==> config.mk <==
export PLATFORM = sky130hd
export DESIGN_NAME = text_write_ctrl_flat
export DESIGN_NICKNAME = d
export VERILOG_FILES = /design/src/rtl/text_pkg.sv /design/src/rtl/text_write_ctrl_if.sv /design/src/rtl/text_write_ctrl_cell_counter.sv /design/src/rtl/text_write_ctrl.sv /design/src/flat_wrapper.sv
export SDC_FILE = /design/constraint.sdc
export NUM_CORES = 1
export LEC_CHECK = 0
export CORE_MARGIN = 1.5
export CORE_UTILIZATION = 30
export DETAILED_ROUTE_END_ITERATION = 6
export SLEW_MARGIN = 30
export SYNTH_ARGS = -nofsm -noshare
export SYNTH_HDL_FRONTEND = slang
export SYNTH_HIERARCHICAL = 1
export SYNTH_SLANG_ARGS = --single-unit
==> constraint.sdc <==
create_clock -name CLOCK_50 -period 7.4 [get_ports CLOCK_50]
set_clock_uncertainty 0.2 [all_clocks]
set_input_delay 1.11 -clock CLOCK_50 [delete_from_list [all_inputs] [get_ports CLOCK_50]]
set_output_delay 1.11 -clock CLOCK_50 [all_outputs]
set_load 0.01 [all_outputs]
==> src/rtl/text_pkg.sv <==
//------------------------------------------------------------------------------
// Module      : text_pkg
// Description : Shared geometry, control codes and state type for the text
//               page writer.
// Revision    : 1.0
//------------------------------------------------------------------------------
`default_nettype none

package text_pkg;

    localparam int COLS   = 80;
    localparam int ROWS   = 60;
    localparam int CELLS  = COLS * ROWS;
    localparam int ADDR_W = 13;

    localparam logic [7:0] CC_BS = 8'h08;
    localparam logic [7:0] CC_LF = 8'h0A;
    localparam logic [7:0] CC_FF = 8'h0C;
    localparam logic [7:0] CC_CR = 8'h0D;

    typedef enum logic [1:0] {
        IDLE  = 2'd0,
        WRITE = 2'd1,
        CLEAR = 2'd2
    } state_t;

endpackage

`default_nettype wire

==> src/rtl/text_write_ctrl_if.sv <==
//------------------------------------------------------------------------------
// Module      : text_write_ctrl_if
// Description : Byte-stream handshake and memory write bus of the text writer.
// Revision    : 1.0
//------------------------------------------------------------------------------
`default_nettype none

interface text_write_ctrl_if import text_pkg::*; #(
    parameter int AW = ADDR_W
) ();

    logic [7:0]    in_char;
    logic [7:0]    in_colour;
    logic          in_valid;
    logic          in_ready;
    logic [AW-1:0] wr_addr;
    logic [7:0]    wr_char;
    logic [7:0]    wr_colour;
    logic          wr_char_en;
    logic          wr_colour_en;
    logic [AW-1:0] cursor_pos;
    logic          busy;

    // Upstream feeder / memory side
    modport master (
        output in_char, in_colour, in_valid,
        input  in_ready, wr_addr, wr_char, wr_colour,
        input  wr_char_en, wr_colour_en, cursor_pos, busy
    );

    // The write controller itself
    modport slave (
        input  in_char, in_colour, in_valid,
        output in_ready, wr_addr, wr_char, wr_colour,
        output wr_char_en, wr_colour_en, cursor_pos, busy
    );

endinterface

`default_nettype wire

==> src/rtl/text_write_ctrl_cell_counter.sv <==
//------------------------------------------------------------------------------
// Module      : cell_counter
// Description : Modulo-DEPTH up/down counter with synchronous load.
// Revision    : 1.0
//------------------------------------------------------------------------------
`default_nettype none

module cell_counter import text_pkg::*; #(
    parameter int DEPTH = CELLS,
    parameter int WIDTH = ADDR_W
) (
    input  wire logic             i_clk,
    input  wire logic             i_rst_n,
    input  wire logic             i_load,
    input  wire logic [WIDTH-1:0] i_load_val,
    input  wire logic             i_inc,
    input  wire logic             i_dec,
    output logic      [WIDTH-1:0] o_count
);

    localparam logic [WIDTH-1:0] c_last = WIDTH'(DEPTH - 1);

    logic [WIDTH-1:0] r_count;

    // Load wins over counting; increment wins over decrement
    always_ff @(posedge i_clk or negedge i_rst_n) begin
        if (!i_rst_n) begin
            r_count <= '0;
        end else if (i_load) begin
            r_count <= i_load_val;
        end else if (i_inc) begin
            r_count <= (r_count == c_last) ? '0 : r_count + WIDTH'(1);
        end else if (i_dec) begin
            r_count <= (r_count == '0) ? c_last : r_count - WIDTH'(1);
        end
    end

    assign o_count = r_count;

endmodule

`default_nettype wire

==> src/rtl/text_write_ctrl.sv <==
//------------------------------------------------------------------------------
// Module      : text_write_ctrl
// Description : Byte-stream writer for the character/colour text-page memories,
//               handling CR/LF/BS/FF and writing only while DISP is low.
// Revision    : 1.0
//------------------------------------------------------------------------------
`default_nettype none

module text_write_ctrl #(
    parameter int         COLS         = 80,
    parameter int         ROWS         = 60,
    parameter int         ADDR_W       = 13,
    parameter logic [7:0] CLEAR_CHAR   = 8'h20,
    parameter logic [7:0] CLEAR_COLOUR = 8'h07
) (
    input  wire logic          CLOCK_50,
    input  wire logic          RESET_N,
    input  wire logic          DISP,
    text_write_ctrl_if.slave   bus
);

    import text_pkg::state_t;
    import text_pkg::IDLE;
    import text_pkg::WRITE;
    import text_pkg::CLEAR;
    import text_pkg::CC_BS;
    import text_pkg::CC_LF;
    import text_pkg::CC_FF;
    import text_pkg::CC_CR;

    localparam int                CELLS       = COLS * ROWS;
    localparam logic [ADDR_W-1:0] c_last_cell = ADDR_W'(CELLS - 1);
    localparam logic [ADDR_W-1:0] c_cols      = ADDR_W'(COLS);
    localparam logic [ADDR_W:0]   c_cols_ext  = (ADDR_W+1)'(COLS);
    localparam logic [ADDR_W:0]   c_cells_ext = (ADDR_W+1)'(CELLS);

    state_t            r_state;
    state_t            w_next_state;
    logic [7:0]        r_char;
    logic [7:0]        r_colour;
    logic              r_ctrl_pending;
    logic              r_dec_pending;

    logic              w_accept;
    logic              w_in_is_move;
    logic [ADDR_W-1:0] w_cursor;
    logic [ADDR_W-1:0] w_clr_addr;
    logic [ADDR_W-1:0] w_col;
    logic [ADDR_W-1:0] w_cr_target;
    logic [ADDR_W:0]   w_lf_sum;
    logic [ADDR_W-1:0] w_lf_target;

    logic              w_cur_load;
    logic [ADDR_W-1:0] w_cur_load_val;
    logic              w_cur_inc;
    logic              w_cur_dec;
    logic              w_clr_load;
    logic              w_clr_inc;
    logic              w_wr_req;
    logic [ADDR_W-1:0] w_wr_addr;
    logic [7:0]        w_wr_char;
    logic [7:0]        w_wr_colour;

    assign w_accept     = bus.in_valid && (r_state == IDLE);
    assign w_in_is_move = (bus.in_char == CC_CR) || (bus.in_char == CC_LF);

    assign w_col       = w_cursor % c_cols;
    assign w_cr_target = w_cursor - w_col;
    assign w_lf_sum    = {1'b0, w_cursor} + c_cols_ext;
    assign w_lf_target = (w_lf_sum >= c_cells_ext) ? ADDR_W'(w_lf_sum - c_cells_ext)
                                                   : w_lf_sum[ADDR_W-1:0];

    cell_counter #(
        .DEPTH (CELLS),
        .WIDTH (ADDR_W)
    ) u_cursor (
        .i_clk      (CLOCK_50),
        .i_rst_n    (RESET_N),
        .i_load     (w_cur_load),
        .i_load_val (w_cur_load_val),
        .i_inc      (w_cur_inc),
        .i_dec      (w_cur_dec),
        .o_count    (w_cursor)
    );

    cell_counter #(
        .DEPTH (CELLS),
        .WIDTH (ADDR_W)
    ) u_clear_addr (
        .i_clk      (CLOCK_50),
        .i_rst_n    (RESET_N),
        .i_load     (w_clr_load),
        .i_load_val ('0),
        .i_inc      (w_clr_inc),
        .i_dec      (1'b0),
        .o_count    (w_clr_addr)
    );

    // CR/LF move the cursor one edge after acceptance; BS decrements in its
    // first WRITE cycle, before the blanking write.
    always_ff @(posedge CLOCK_50 or negedge RESET_N) begin
        if (!RESET_N) begin
            r_state        <= IDLE;
            r_char         <= '0;
            r_colour       <= '0;
            r_ctrl_pending <= 1'b0;
            r_dec_pending  <= 1'b0;
        end else begin
            r_state        <= w_next_state;
            r_ctrl_pending <= w_accept && w_in_is_move;
            r_dec_pending  <= w_accept && (bus.in_char == CC_BS);
            if (w_accept) begin
                r_char   <= bus.in_char;
                r_colour <= bus.in_colour;
            end
        end
    end

    always_comb begin
        w_next_state   = r_state;
        w_cur_load     = 1'b0;
        w_cur_load_val = w_cursor;
        w_cur_inc      = 1'b0;
        w_cur_dec      = 1'b0;
        w_clr_load     = 1'b0;
        w_clr_inc      = 1'b0;
        w_wr_req       = 1'b0;
        w_wr_addr      = w_cursor;
        w_wr_char      = r_char;
        w_wr_colour    = r_colour;

        case (r_state)
            IDLE: begin
                if (r_ctrl_pending) begin
                    w_cur_load     = 1'b1;
                    w_cur_load_val = (r_char == CC_CR) ? w_cr_target : w_lf_target;
                end
                if (w_accept) begin
                    if (bus.in_char == CC_FF) begin
                        w_next_state = CLEAR;
                        w_clr_load   = 1'b1;
                    end else if (!w_in_is_move) begin
                        w_next_state = WRITE;
                    end
                end
            end

            WRITE: begin
                if (r_dec_pending) begin
                    w_cur_dec = 1'b1;
                end else begin
                    w_wr_req = 1'b1;
                    if (r_char == CC_BS) begin
                        w_wr_char   = CLEAR_CHAR;
                        w_wr_colour = CLEAR_COLOUR;
                    end
                    if (!DISP) begin
                        w_cur_inc    = (r_char != CC_BS);
                        w_next_state = IDLE;
                    end
                end
            end

            CLEAR: begin
                w_wr_req    = 1'b1;
                w_wr_addr   = w_clr_addr;
                w_wr_char   = CLEAR_CHAR;
                w_wr_colour = CLEAR_COLOUR;
                if (!DISP) begin
                    w_clr_inc = 1'b1;
                    if (w_clr_addr == c_last_cell) begin
                        w_cur_load     = 1'b1;
                        w_cur_load_val = '0;
                        w_next_state   = IDLE;
                    end
                end
            end

            default: begin
                w_next_state = IDLE;
            end
        endcase
    end

    assign bus.in_ready     = (r_state == IDLE);
    assign bus.busy         = (r_state != IDLE);
    assign bus.cursor_pos   = w_cursor;
    assign bus.wr_addr      = w_wr_addr;
    assign bus.wr_char      = w_wr_char;
    assign bus.wr_colour    = w_wr_colour;
    assign bus.wr_char_en   = w_wr_req & ~DISP;
    assign bus.wr_colour_en = w_wr_req & ~DISP;

endmodule

`default_nettype wire

==> src/flat_wrapper.sv <==
// flat-port wrapper written by rule: the top's interface ports become plain ports
module text_write_ctrl_flat import text_pkg::state_t; import text_pkg::IDLE; import text_pkg::WRITE; import text_pkg::CLEAR; import text_pkg::CC_BS; import text_pkg::CC_LF; import text_pkg::CC_FF; import text_pkg::CC_CR;
#(
    parameter int         COLS         = 80,
    parameter int         ROWS         = 60,
    parameter int         ADDR_W       = 13,
    parameter logic [7:0] CLEAR_CHAR   = 8'h20,
    parameter logic [7:0] CLEAR_COLOUR = 8'h07
)
  (CLOCK_50, RESET_N, DISP, bus_in_char, bus_in_colour, bus_in_valid, bus_in_ready, bus_wr_addr, bus_wr_char, bus_wr_colour, bus_wr_char_en, bus_wr_colour_en, bus_cursor_pos, bus_busy);
  text_write_ctrl_if #(.AW(13)) bus_i ();
  input  wire logic CLOCK_50;
  input  wire logic RESET_N;
  input  wire logic DISP;
  input wire logic [$bits(bus_i.in_char)-1:0] bus_in_char;
  input wire logic [$bits(bus_i.in_colour)-1:0] bus_in_colour;
  input wire logic [$bits(bus_i.in_valid)-1:0] bus_in_valid;
  output wire logic [$bits(bus_i.in_ready)-1:0] bus_in_ready;
  output wire logic [$bits(bus_i.wr_addr)-1:0] bus_wr_addr;
  output wire logic [$bits(bus_i.wr_char)-1:0] bus_wr_char;
  output wire logic [$bits(bus_i.wr_colour)-1:0] bus_wr_colour;
  output wire logic [$bits(bus_i.wr_char_en)-1:0] bus_wr_char_en;
  output wire logic [$bits(bus_i.wr_colour_en)-1:0] bus_wr_colour_en;
  output wire logic [$bits(bus_i.cursor_pos)-1:0] bus_cursor_pos;
  output wire logic [$bits(bus_i.busy)-1:0] bus_busy;
  assign bus_i.in_char = bus_in_char;
  assign bus_i.in_colour = bus_in_colour;
  assign bus_i.in_valid = bus_in_valid;
  assign bus_in_ready = bus_i.in_ready;
  assign bus_wr_addr = bus_i.wr_addr;
  assign bus_wr_char = bus_i.wr_char;
  assign bus_wr_colour = bus_i.wr_colour;
  assign bus_wr_char_en = bus_i.wr_char_en;
  assign bus_wr_colour_en = bus_i.wr_colour_en;
  assign bus_cursor_pos = bus_i.cursor_pos;
  assign bus_busy = bus_i.busy;
  text_write_ctrl #(.COLS(COLS), .ROWS(ROWS), .ADDR_W(ADDR_W), .CLEAR_CHAR(CLEAR_CHAR), .CLEAR_COLOUR(CLEAR_COLOUR)) u_core (.CLOCK_50(CLOCK_50), .RESET_N(RESET_N), .DISP(DISP), .bus(bus_i));
endmodule
## Yosys cells after proc, flatten, opt, wreduce, memory -nomap -nowiden

Cells that the tools add are included.

| operators by class | value |
|---|---|
| mux-type cells | 45 |
| equality and inequality tests | 21 |
| divide/modulo/power cells | 1 |
| bitwise operators | 2 |
| reductions and logical operators | 11 |
| add/subtract/negate cells | 6 |
| $lt $le $gt $ge | 1 |

Operators with widths:

| operator | number |
|---|---|
| 13-bit two-way mux | 14 |
| 8-bit by 4-bit equality test with 1-bit output, second input constant | 6 |
| 8-bit two-way mux | 4 |
| 8-bit one-hot mux with 2 select lines | 2 |
| 13-bit by 1-bit adder with 13-bit output, second input constant | 2 |
| 13-bit equality test, second input constant | 2 |
| 13-bit one-hot mux with 2 select lines | 1 |
| 13-bit by 7-bit adder with 14-bit output, second input constant | 1 |
| 14-bit by 13-bit greater-or-equal comparator with 1-bit output, second input constant | 1 |
| 1-bit two-way mux | 14 |
| 2-bit two-way mux | 7 |
| 13-bit logical NOT | 1 |
| 13-bit by 7-bit remainder unit with 13-bit output, second input constant | 1 |
| 13-bit by 1-bit subtractor with 13-bit output, second input constant | 1 |
| 13-bit subtractor | 1 |
| 13-bit subtractor, second input constant | 1 |
| 3-bit by 2-bit != test with 1-bit output, second input constant | 3 |
| 8-bit by 4-bit != test with 1-bit output, second input constant | 1 |
| 2-bit != test, second input constant | 3 |
| 3-bit != test, second input constant | 2 |
| 2-bit one-hot mux with 3 select lines | 1 |
| 6-bit AND reduction | 1 |
| 5-bit AND reduction | 1 |
| 2-bit by 1-bit != test with 1-bit output, second input constant | 2 |
| 10 further kinds | 14 |

| word-level totals | value |
|---|---|
| register bits after elaboration | 46 |
| input port bits | 20 |
| word-level logic and storage cells | 94 |

## Logic depth before layout (Yosys ltp)

| depth | value |
|---|---|
| depth after elaboration | 7 |
| depth in mapped cells | 30 |
| gate-level depth less buffers | 27 |

## Cells and area by module

The synthesis kept the hierarchy.

Modules (own cells, without submodules):

| module | instances | seq. area each (um^2) | cells each | area an instance (um^2) |
|---|---|---|---|---|
| text_write_ctrl | 1 | 500.5 | 428 | 3067.9 |
| cell_counter | 2 | 325.3 | 163 | 1242.4 |

## Worst setup path before layout

OpenSTA, ideal clock, no wires.

| path | value |
|---|---|
| path kind | register to register |
| start | register u_core.u_cursor.r_count[5], in the netlist u_core/u_cursor/o_count[5] |
| end | register u_core.u_cursor.r_count[11], in the netlist u_core/u_cursor/o_count[11] |
| buffers on the path | 3 |
| stages on the path, launching flop included | 29 |
| data arrival time | 5786 ps |
| setup slack | 1283 ps |
| cell sequence | dfrtp_1 > clkbuf_1 > clkinv_1 > ha_1 > or4b_1 > buf_2 > mux2_1 > o32ai_1 > a211oi_1 > clkbuf_1 > nor2_1 > mux2_2 > o21ai_1 > o211ai_1 > a211o_1 > nand2_1 > ha_1 > o21ai_0 > a21boi_0 > o21a_1 > o21a_1 > o21ai_0 > nand2b_1 > a31oi_1 > xnor2_1 > a22oi_1 > o221ai_1 > a22oi_1 > o21ai_0 |

| on the way | value |
|---|---|
| word-level cells in the longest chain between the ends | 7 |
| elaborated cells between the ends (all ways) | 18 |
| classes of those cells | add/sub: 5; div: 1; order compare: 1; eq/ne: 1; mux: 9; reduce/logical: 1 |

Ends and longest elaborated chain:

| what | RTL line | source |
|---|---|---|
| start: declaration | text_write_ctrl_cell_counter.sv:23 | `logic [WIDTH-1:0] r_count;` |
| start signal: assignment | text_write_ctrl_cell_counter.sv:30 | `r_count <= i_load_val;` |
| start signal: assignment | text_write_ctrl_cell_counter.sv:32 | `r_count <= (r_count == c_last) ? '0 : r_count + WIDTH'(1);` |
| start signal: assignment | text_write_ctrl_cell_counter.sv:34 | `r_count <= (r_count == '0) ? c_last : r_count - WIDTH'(1);` |
| branches (longest 3 deep; another with 13-bit by 7-bit remainder unit with 13-bit output) | - |  |
| 13-bit two-way mux * | text_write_ctrl.sv:136 | `w_cur_load_val = (r_char == CC_CR) ? w_cr_target : w_lf_target;` |
| 13-bit two-way mux * | text_write_ctrl.sv:134 | `if (r_ctrl_pending) begin` |
| 13-bit one-hot mux with 2 select lines * | text_write_ctrl.sv:132 | `case (r_state)` |
| named net u_core.w_cur_load_val[11] | text_write_ctrl.sv:54 | `logic [ADDR_W-1:0] w_cur_load_val;` |
| 13-bit two-way mux * | text_write_ctrl_cell_counter.sv:29 | `end else if (i_load) begin` |

Mark *: on every way through the listed nets, which the timed path passes. The select of a mux whose other input is x is not followed.
A chain may end at the register's enable or synchronous reset.

## Final worst setup path

Same ends and word-level chain as after synthesis.

==> results list <==
- Run status: finished with violations
- The final reports fail on DRC.
- After synthesis, flip-flops and latches occupy 20.7% of the total area.
* Number of remaining DRC errors: 3
- The cell count after synthesis came out at 754.
- Buffers placed on the I/O ports in this run total 65.
- Averaged over all synthesized cells, the footprint is approximately 7.4 um2.
- After detailed routing, the average wire length per cell comes to approximately 16 um.
- Row cnt: between 40 and 50
- For this run, global-route usage on met2 was measured as 27.5%.
* Worst VDD drop: around 0.24 mV
- Clock Tree Buf Depth: 2
- Summed over all layers, the routed wires come to around 17000 um.
* Number of vias after detailed routing: approximately 5800
- In this run, distinct cell masters in the synthesized netlist total just over 80.
- Power spread over the standard cell area amounts to 345 mW/mm2.
- Once detailed placement completed, the half-perimeter wirelength came to 12300 um.
- Maximum number of pins on one net before global-route repair: 47
* Max-cap check violation count: 0
* CTS tree: yes
* Path class of the lowest-slack min-delay path: register to register
* GRT Resource Usage Total: between 10% and 20%
* Post-placement cell area: 0.00645 mm2
* Largest area contributor in the netlist: sky130_fd_sc_hd__dfrtp_1
- Synth Flop Type: sky130_fd_sc_hd__dfrtp_1
- After detailed placement, the design holds a cell count of 1031.
* Static leakage: between 2 and 2.5 nW
- The critical path starts at u_core/u_cursor/o_count[5]$_DFFE_PN0P_.
- Signed area change from the synthesized netlist to the final layout: 19.3%
- After clock tree synthesis, the repair step resized 0 gates.
- Number of optimization iterations in the first detailed-route pass: 7
- The core region is around 0.018 mm2.
* EDFF count, synth: 0
- After layout, the minimum clock period comes to between 6 and 7 ns.
* Top-count cell post-synth: sky130_fd_sc_hd__nand2_1
- Ranked by total cell area, the synthesized netlist is headed by sky130_fd_sc_hd__dfrtp_1, sky130_fd_sc_hd__nand2_1, sky130_fd_sc_hd__ha_1.
- The count of endpoints failing hold in the final timing report was 0.
- The worst hold path begins at u_core/r_colour[6]$_DFFE_PN0P_.
* Count of buffers added by post-CTS timing repair for setup: 0
- Ratio of cells with drive above 1 in the final layout: under 10%
- Proportion of netlist area held by the largest area contributor: between 20% and 30%
- The congestion estimate from routability-driven global placement came to ~0.84.
- The H-tree was split into 2 levels.
* Number of antenna repair diodes: 0
- In this run the clock root is driven by a sky130_fd_sc_hd__clkbuf_16.
- At the pin with the least slew margin, the transition time is 0.844 ns.
- For this run, the number of Yosys warnings is 6.
- The via count of the first global-routing pass is roughly 5300.
- The number of antenna violations at the first check in global routing is 0.
- Once detail routing completed, the nets flagged for antenna violations numbered 0.
- Setup violation total in the final timing report: 0
- Total global routing overflow: 0
- Final non-filler cell total: between 1000 and 1500
* Relative max-transition margin: roughly 44%
* Die outline height: roughly 140 um
- The floorplan step defined a die boundary enclosing roughly 0.019 mm2.
- The layer flagged by global routing as most heavily used is met2.
- Start-to-end type of the worst setup path: register to register
- Largest fanout on the critical path: 11
* Detailed Route Iter0 Violations: approximately 470
- Post-synthesis instance area: ~0.0056 mm2
- Pin placement for this block handled 66 I/O pins.
- GR Layer Usage met1: about a quarter
- Required time of the critical path: roughly 7.4 ns
- For the worst setup path, the data arrival time is approximately 6.3 ns.
- Final Slew Violations: 0
- After synthesis, the share of flip-flops with an asynchronous set or reset is 100%.
- Effective utilization at floorplan: a little under a third
* Met3 routing resource usage after global routing: between 3 and 4%
- Synthesis inferred 46 register bits.
- Unrepaired setup endpoints after global routing: false
- For this run, the top clock speed supported by timing is approximately 0.16 GHz.
- The clock net in this run drives a total of between 40 and 50 sinks.
* Per-cell via count in the routed design: approximately 5.6
* Filler cells: around 1900
* Reg-to-reg critical path startpoint: u_core/u_cursor/o_count[5]$_DFFE_PN0P_
* Cell area after layout: around 0.0066 mm2
- Horiz. Die Dim: 139 um
* Worst-path clk slew: approximately 0.080 ns
- The number of hold buffers added after CTS was 0.
* Startpoint type of the worst setup path: register
- Most frequent cells after synthesis: sky130_fd_sc_hd__nand2_1, sky130_fd_sc_hd__nor2_1, sky130_fd_sc_hd__dfrtp_1
- The first global-routing pass estimated 27800 um of wire.
* Final nets: 850
* Period utilisation layout: between 80% and 90%
* Final-layout setup total negative slack: 0 ns
- Clock network latency to the later pin of the worst-skew pair: between 0.3 and 0.4 ns
- Number of buffers inserted during clock tree synthesis: 5
- The worst setup path is captured at a register.
placed cells by master (no fill, tap or decap), types with 7 or more instances in the layout:
cell                              netlist  routed
sky130_fd_sc_hd__nand2_1               81      81
sky130_fd_sc_hd__nor2_1                66      66
sky130_fd_sc_hd__clkdlybuf4s50_1        0      64
sky130_fd_sc_hd__dfrtp_1               46      46
sky130_fd_sc_hd__o21ai_0               42      42
sky130_fd_sc_hd__a21oi_1               38      38
sky130_fd_sc_hd__nand3_1               34      34
sky130_fd_sc_hd__nor3_1                31      31
sky130_fd_sc_hd__inv_1                 29      29
sky130_fd_sc_hd__mux2_2                23      23
sky130_fd_sc_hd__conb_1                 2      22
sky130_fd_sc_hd__xnor2_1               21      21
sky130_fd_sc_hd__ha_1                  21      21
sky130_fd_sc_hd__or3_1                 19      19
sky130_fd_sc_hd__nor4_1                17      16
sky130_fd_sc_hd__nand2b_1              15      15
sky130_fd_sc_hd__nor2b_1               14      14
sky130_fd_sc_hd__buf_4                  1      13
sky130_fd_sc_hd__and2_1                13      13
sky130_fd_sc_hd__xor2_1                11      11
sky130_fd_sc_hd__nand4_1               10      10
sky130_fd_sc_hd__o22ai_1                9       9
sky130_fd_sc_hd__o21a_1                 8       8
sky130_fd_sc_hd__o21ai_1                8       8
sky130_fd_sc_hd__o31ai_1                8       8
sky130_fd_sc_hd__a211oi_1               7       7
sky130_fd_sc_hd__and3_1                 7       7
per-layer routing:
layer	share of wire, %	vias up
met1	47	2779
met5	0	-
met3	6.1	17
met4	1.3	0
li1	-	2880
met2	45	169
critical path: stages (launching register included):
cell and delay [ns]:
sky130_fd_sc_hd__dfrtp_1 0.35, sky130_fd_sc_hd__clkinv_1 0.21, sky130_fd_sc_hd__ha_1 0.30, sky130_fd_sc_hd__or4b_1 0.64
sky130_fd_sc_hd__mux2_4 0.35, sky130_fd_sc_hd__a311oi_2 0.29, sky130_fd_sc_hd__nand3_1 0.35, sky130_fd_sc_hd__nor2_1 0.38
sky130_fd_sc_hd__a311oi_1 0.14, sky130_fd_sc_hd__o2bb2ai_1 0.16, sky130_fd_sc_hd__xnor2_1 0.35, sky130_fd_sc_hd__a211o_1 0.19
sky130_fd_sc_hd__nand2_1 0.05, sky130_fd_sc_hd__ha_1 0.31, sky130_fd_sc_hd__o21ai_0 0.12, sky130_fd_sc_hd__a21boi_0 0.19
sky130_fd_sc_hd__o21a_1 0.24, sky130_fd_sc_hd__o21a_1 0.18, sky130_fd_sc_hd__o21ai_0 0.16, sky130_fd_sc_hd__nand2b_1 0.12
sky130_fd_sc_hd__a31oi_1 0.22, sky130_fd_sc_hd__xnor2_1 0.08, sky130_fd_sc_hd__a22oi_1 0.19, sky130_fd_sc_hd__o221ai_1 0.14
sky130_fd_sc_hd__a22oi_1 0.19, sky130_fd_sc_hd__o21ai_0 0.10
power breakdown:
| group | leakage, nW | internal (mW) | switching (mW) | total, mW |
|---|---|---|---|---|
| combinational | 1.78 | 0.687 | 0.795 | 1.48 |
| clock | 0.0819 | 0.162 | 0.115 | 0.277 |
| sequential | 0.550 | 0.343 | 0.181 | 0.524 |
| total | 2.42 | 1.19 | 1.09 | 2.28 |
area by class of cell:
cell class | count | area (um2) | share of cell area (%)
Clock inverter | 3 | 48.8 | 0.737
Timing Repair Buffer | 78 | 743 | 11.2
Inverter | 33 | 124 | 1.87
Tap cell | 229 | 287 | 4.33
Multi-Input combinational cell | 645 | 4140 | 62.6
Clock buffer | 5 | 125 | 1.89
Sequential cell | 46 | 1150 | 17.4
sequential cells by signal, summed over array words and instances, names as in the netlist:
| register | count |
|---|---|
| u_core/r_state | 2 |
| u_core/r_char | 8 |
| u_core/r_ctrl_pending | 1 |
| u_core/u_clear_addr/o_count | 13 |
| u_core/r_colour | 8 |
| u_core/r_dec_pending | 1 |
| u_core/u_cursor/o_count | 13 |
kinds of logic after synthesis:
logic type	synth area share [%]
other	0.135
adder cells (fa/ha/maj)	4.73
buffers and inverters	6.11
AND/OR/NAND/NOR	31.5
XOR/XNOR	5.05
multiplexers	5.88
AO/OA/AOI/OAI	25.8
flip-flops	20.7
worst paths after layout:
path	end	slack (ns)	cells after the start
max in group asynchronous	u_core/u_clear_addr/o_count[10]$_DFFE_PN0P_	5.87	2
min	u_core/r_colour[6]$_DFFE_PN0P_	0.30	1
min in group asynchronous	u_core/r_char[4]$_DFFE_PN0P_	0.70	2
max reg2reg	u_core/u_cursor/o_count[11]$_DFFE_PN0P_	1.08	25
min reg2reg	u_core/r_colour[6]$_DFFE_PN0P_	0.30	1
max	u_core/u_cursor/o_count[11]$_DFFE_PN0P_	1.08	25
through the flow:
stage	hold WS (ns)	setup slack, ns	util [%]	total power [mW]
after global placement	0.280	1.35	35.7	1.99
after global routing	0.324	0.552	36.6	2.48
after detailed placement	0.289	1.15	35.7	1.99
after floorplan	0.271	1.28	-	1.48
final	0.302	1.08	36.6	2.28
after CTS	0.306	1.14	36.6	2.29
No activity file was read; power rests on OpenSTA's default activity.
